File: src/rtl/rl_ram_1r1w_fifo_ctrl.sv
// ---------------------------------------------------------------------------
// rl_ram_1r1w_fifo_ctrl
//
// First-word-fall-through FIFO controller for an external 1R1W RAM with a
// registered read address and unregistered read data (1-cycle read latency).
// The controller owns the pointers, occupancy count, status flags and the
// write-to-read collision bypass. The RAM itself lives in the parent.
//
// Ports:
//   rst_ni          async active-low reset
//   clk_i           clock, rising edge
//   clr_i           synchronous flush, overrides push/pop
//   push_i, din_i   write request and data
//   pop_i           read acknowledge, consumes dout_o
//   dout_o          head-of-FIFO data, valid while empty_o=0
//   empty_o/full_o  occupancy flags
//   almost_empty_o  cnt_o <= AEMPTY_LVL
//   almost_full_o   cnt_o >= AFULL_LVL
//   cnt_o           occupancy 0..2**ABITS
//   overflow_o      1-cycle pulse after a rejected push
//   underflow_o     1-cycle pulse after a rejected pop
//   ram_*           RAM write port, byte enables and read address/data
// ---------------------------------------------------------------------------
module rl_ram_1r1w_fifo_ctrl #(
  parameter int unsigned ABITS      = 4,
  parameter int unsigned DBITS      = 32,
  parameter int unsigned AFULL_LVL  = 2**ABITS - 2,
  parameter int unsigned AEMPTY_LVL = 1
) (
  input  logic                   rst_ni,
  input  logic                   clk_i,
  input  logic                   clr_i,
  input  logic                   push_i,
  input  logic [DBITS-1:0]       din_i,
  input  logic                   pop_i,
  output logic [DBITS-1:0]       dout_o,
  output logic                   empty_o,
  output logic                   full_o,
  output logic                   almost_empty_o,
  output logic                   almost_full_o,
  output logic [ABITS:0]         cnt_o,
  output logic                   overflow_o,
  output logic                   underflow_o,
  output logic [ABITS-1:0]       ram_waddr_o,
  output logic [DBITS-1:0]       ram_din_o,
  output logic                   ram_we_o,
  output logic [(DBITS+7)/8-1:0] ram_be_o,
  output logic [ABITS-1:0]       ram_raddr_o,
  input  logic [DBITS-1:0]       ram_dout_i
);

  localparam logic [ABITS:0] DEPTH_C = {1'b1, {ABITS{1'b0}}};

  logic [ABITS-1:0] r_wp;
  logic [ABITS-1:0] r_rp;
  logic [ABITS:0]   r_cnt;
  logic             r_empty;
  logic             r_full;
  logic             r_aempty;
  logic             r_afull;
  logic             r_ovf;
  logic             r_udf;
  logic             r_byp_sel;
  logic [DBITS-1:0] r_byp_q;

  logic             w_push_acc;
  logic             w_pop_acc;
  logic [ABITS-1:0] w_rp_nxt;
  logic [ABITS:0]   w_cnt_nxt;
  logic             w_collide;

  // A flush cycle accepts nothing, so no RAM write happens while clearing.
  assign w_push_acc = push_i & ~r_full  & ~clr_i;
  assign w_pop_acc  = pop_i  & ~r_empty & ~clr_i;

  // Read address looks one entry ahead on a pop so the RAM output already
  // holds the new head in the following cycle (zero pop-to-data latency).
  assign w_rp_nxt = r_rp + ABITS'(w_pop_acc);

  // Mixed-port read-during-write is undefined in the RAM; capture the write
  // data instead and present it for the cycle the RAM output is unreliable.
  assign w_collide = w_push_acc & (r_wp == w_rp_nxt);

  always_comb begin
    w_cnt_nxt = r_cnt;
    if (clr_i) begin
      w_cnt_nxt = '0;
    end else begin
      unique case ({w_push_acc, w_pop_acc})
        2'b10:   w_cnt_nxt = r_cnt + 1'b1;
        2'b01:   w_cnt_nxt = r_cnt - 1'b1;
        default: w_cnt_nxt = r_cnt;
      endcase
    end
  end

  always_ff @(posedge clk_i or negedge rst_ni) begin
    if (!rst_ni) begin
      r_wp      <= '0;
      r_rp      <= '0;
      r_cnt     <= '0;
      r_empty   <= 1'b1;
      r_full    <= 1'b0;
      r_aempty  <= 1'b1;
      r_afull   <= 1'b0;
      r_ovf     <= 1'b0;
      r_udf     <= 1'b0;
      r_byp_sel <= 1'b0;
      r_byp_q   <= '0;
    end else begin
      // Flags are registered from the next count: no input-to-flag path.
      r_cnt    <= w_cnt_nxt;
      r_empty  <= (w_cnt_nxt == '0);
      r_full   <= (w_cnt_nxt == DEPTH_C);
      r_aempty <= (32'(w_cnt_nxt) <= AEMPTY_LVL);
      r_afull  <= (32'(w_cnt_nxt) >= AFULL_LVL);
      if (clr_i) begin
        r_wp      <= '0;
        r_rp      <= '0;
        r_ovf     <= 1'b0;
        r_udf     <= 1'b0;
        r_byp_sel <= 1'b0;
      end else begin
        if (w_push_acc) begin
          r_wp <= r_wp + 1'b1;
        end
        r_rp      <= w_rp_nxt;
        r_ovf     <= push_i & r_full;
        r_udf     <= pop_i & r_empty;
        r_byp_sel <= w_collide;
        if (w_collide) begin
          r_byp_q <= din_i;
        end
      end
    end
  end

  assign dout_o         = r_byp_sel ? r_byp_q : ram_dout_i;
  assign empty_o        = r_empty;
  assign full_o         = r_full;
  assign almost_empty_o = r_aempty;
  assign almost_full_o  = r_afull;
  assign cnt_o          = r_cnt;
  assign overflow_o     = r_ovf;
  assign underflow_o    = r_udf;

  assign ram_we_o    = w_push_acc;
  assign ram_waddr_o = r_wp;
  assign ram_din_o   = din_i;
  assign ram_be_o    = '1;
  assign ram_raddr_o = w_rp_nxt;

endmodule

File: config.mk
export PLATFORM = sky130hd
export DESIGN_NAME = rl_ram_1r1w_fifo_ctrl
export DESIGN_NICKNAME = d
export VERILOG_FILES = /design/src/rtl/rl_ram_1r1w_fifo_ctrl.sv
export SDC_FILE = /design/constraint.sdc
export NUM_CORES = 1
export LEC_CHECK = 0
export ABC_AREA = 1
export CORE_MARGIN = 1
export CORE_UTILIZATION = 66
export DETAILED_ROUTE_END_ITERATION = 7
export DONT_BUFFER_PORTS = 1
export PLACE_DENSITY = 0.86
export SYNTH_ARGS = -nofsm -noshare
export SYNTH_HDL_FRONTEND = slang
export SYNTH_SLANG_ARGS = --single-unit
File: constraint.sdc
create_clock -name clk_i -period 3.05 [get_ports clk_i]
set_input_delay 0.61 -clock clk_i [delete_from_list [all_inputs] [get_ports clk_i]]
set_output_delay 0.61 -clock clk_i [all_outputs]
set_load 0.02 [all_outputs]
==> impl_metrics.toml <==
[die]
rows = 24
io_pins = 157
start_util_pct = 69.6
die_x_um = 70.0
core_area_mm2 = 0.00438
die_h_um = 70.0
design.die.area_mm2 = 0.00490

[worst_setup_path]
crit_path_end_kind = "flop"
slowest_delay_ns = 0.62
crit_chain = "nor2_1 > ha_1 > ha_1 > xnor2_1 > nand3_1 > nor3_2 > nand2_2 > inv_6 > nand2_1 > nand2_1"
rr_startpoint = "empty_o"
start_kind = "flop"
path_class = "flop to flop"
crit_required_ns = 3.29
path_max_fanout = 33
rrSetupSlack_ns = 0.44
worstSetupStartpoint = "empty_o"
cp.arrival_ns = 2.86
cp_slowest_cell = "dfstp_2"

[synth]
ys_ff_latch = 52
yosys.area.top_type = "dfrtp_1"
postSynthAreaPerCell_um2 = 8.95
synthDistinctLibCells = 27
synthTopCellsByArea = "dfrtp_1 41%, nand2_1 12%, buf_4 8.9%, mux2_2 8.5%, nand2_2 5.5%"
yosysWarningCount = 0
synth_top_area_share_pct = 41.0
synth.yosys.seq_area_share_pct = 42.7
syn-cell-area_mm2 = 0.00305
syn_inst = 341

[timing]
skew_ns = 0.00540
setup_viol = 0
fin_crit_sh_pct = 85.7
period_minus_slack_ns = 2.61
hold_viol = 0
rsz0062_at_grt = "no"
maxSlewViolCount = 0
fin_tns_setup_ns = 0
clock.fmax_mhz = 383

[drt]
wire_per_inst_um = 16.2
dr_total_vias = 1998
drc = 0
dr.pass1.iters = 4
wl_um = 5860
drt_iter0_drc = 110
vias_per_cell = 5.53
drtAntennaViolNets = 0

[flow_run]
max_cap_viol_count = 0

[cells_and_area]
nets = 383
drive_gt1_share_pct = 22.0
fillers = 351
area.growth.synth_to_final_pct = -3.98
final_cell_mix = "99 x nand2_1, 50 x dfrtp_1, 27 x nand2_2"
diodes = 0
layout_commonest_cell = "nand2_1"

[placement]
place_congestion = 0.856
port_buffers = 0
dp_hpwl_um = 4180

[global_routing]
grt_pass1_wl_um = 9200
gr-total-overflow = 0
grt_start_max_net_pins = 51
track_usage_pct = 23.9
antenna_found_initial = 0
first_global_vias = 1867

[clock_network]
cts.path.max_buffers = 2
cts_htree_levels = 2
clk_latency_ns = 0.30
cts.sinks = 52
cts.clk_slew.worst_paths_ns = 0.09
cts_setup_buffers = 0
cts_resized = 0
cts_tree = "yes"
numCtsBuffers = 5
root_buffer = "clkbuf_8"

[pwr]
power_mw = 2.35
ir_worst_vdd_uv = 444
powerDensity_mw_per_mm2 = 802
power.leakage_nw = 1.51

[min_path]
min_path_type = "input pin to asynchronous set/reset pin"

[status]
status = "completed"
==> cell families (layout without fill, tap and decap cells) <==
family	Yosys count	after routing	synth area share, %
xor+xnor	8	8	2.91
buf+inv	72	37	15.3
mux	32	32	11.8
simple gates	159	159	22.8
other cells	1	4	0.123
flops	52	52	42.7
fa+ha+maj	6	6	2.46
compound gates	11	11	1.80
==> routing by layer <==
| layer | GRT usage (%) | vias to the layer above | wire length (µm) |
|---|---|---|---|
| met5 | 0 | - | 0 |
| met4 | 7.56 | 0 | 59 |
| met3 | 6.64 | 8 | 480 |
| met2 | 39.6 | 91 | 2860 |
| met1 | 30.3 | 948 | 2460 |
| li1 | - | 951 | - |
==> through the flow <==
stage | instances | setup slack, ns | hold slack [ns] | cell area, µm² | util [%]
after floorplan | 344 | 0.408 | 0.314 | 3060 | -
after global placement | 352 | 0.302 | 0.315 | 2790 | 63.7
after detailed placement | 352 | 0.186 | 0.315 | 2790 | 63.7
after CTS | 361 | 0.418 | 0.136 | 2930 | 66.8
after global routing | 361 | 0.248 | 0.127 | 2930 | 66.8
final | 361 | 0.436 | 0.145 | 2930 | 66.8
==> cells in the mapped netlist <==
cell type and instances:
nand2_1 99, nand2_2 27, inv_6 1, xor2_1 2, nor2_2 1, dfstp_2 2, conb_1 1, mux2_1 9
nand3_2 1, buf_2 6, ha_1 6, nor3_1 1, xnor2_1 5, xnor2_4 1, buf_12 3, nor3_2 1
nand3_1 9, a21oi_1 5, nand4_1 2, inv_1 24, mux2_2 23, buf_4 36, o21ai_0 6, clkbuf_1 1
dfrtp_1 50, buf_1 1, nor2_1 18
==> worst max-delay path, delay by kind of cell, from the launching register on <==
kind / cells / cell delay [ns]
DFF: 1 / 0.62
buffers and inverters: 1 / 0.35
xor gates and xnor gates: 1 / 0.16
and+or+nand+nor: 6 / 0.74
adders and majority gates: 2 / 0.68
==> cell type report <==
type | count | area (µm²) | area share (%)
flip-flops and latches | 52 | 1300 | 44.5
well taps | 52 | 65.1 | 2.22
clock buffers | 6 | 72.6 | 2.48
inverters | 25 | 98.8 | 3.37
clock inverters | 2 | 35.0 | 1.20
repair buffers | 4 | 62.6 | 2.14
multi-input cells | 220 | 1290 | 44.1
==> report_power, final <==
part | leakage (nW) | internal [mW] | switching [mW]
registers | 0.662 | 0.943 | 0.203
logic | 0.797 | 0.274 | 0.470
clock network | 0.0552 | 0.244 | 0.216
==> flip-flops by register name, summed over array words and instances, names as in the netlist <==
register / cells
full_o: 1
underflow_o: 1
r_byp_q: 32
overflow_o: 1
cnt_o: 5
r_rp: 4
almost_full_o: 1
almost_empty_o: 1
empty_o: 1
ram_waddr_o: 4
r_byp_sel: 1
==> worst paths after layout <==
| check | cells past startpoint | to |
|---|---|---|
| min | 0 | empty_o |
| min in group clk_i | 1 | underflow_o |
| max | 10 | r_byp_q[26] |
| max in group asynchronous | 1 | r_rp[1] |
| max reg2reg | 10 | r_byp_q[26] |
| min reg2reg | 2 | r_byp_q[31] |
==> what timing repair did <==
action                                 in CTS  in global routing
hold buffers                                1                  0
setup endpoints to repair                   0                  0
endpoints found under the hold margin      50                  0
(Power assumes the default switching activity.)
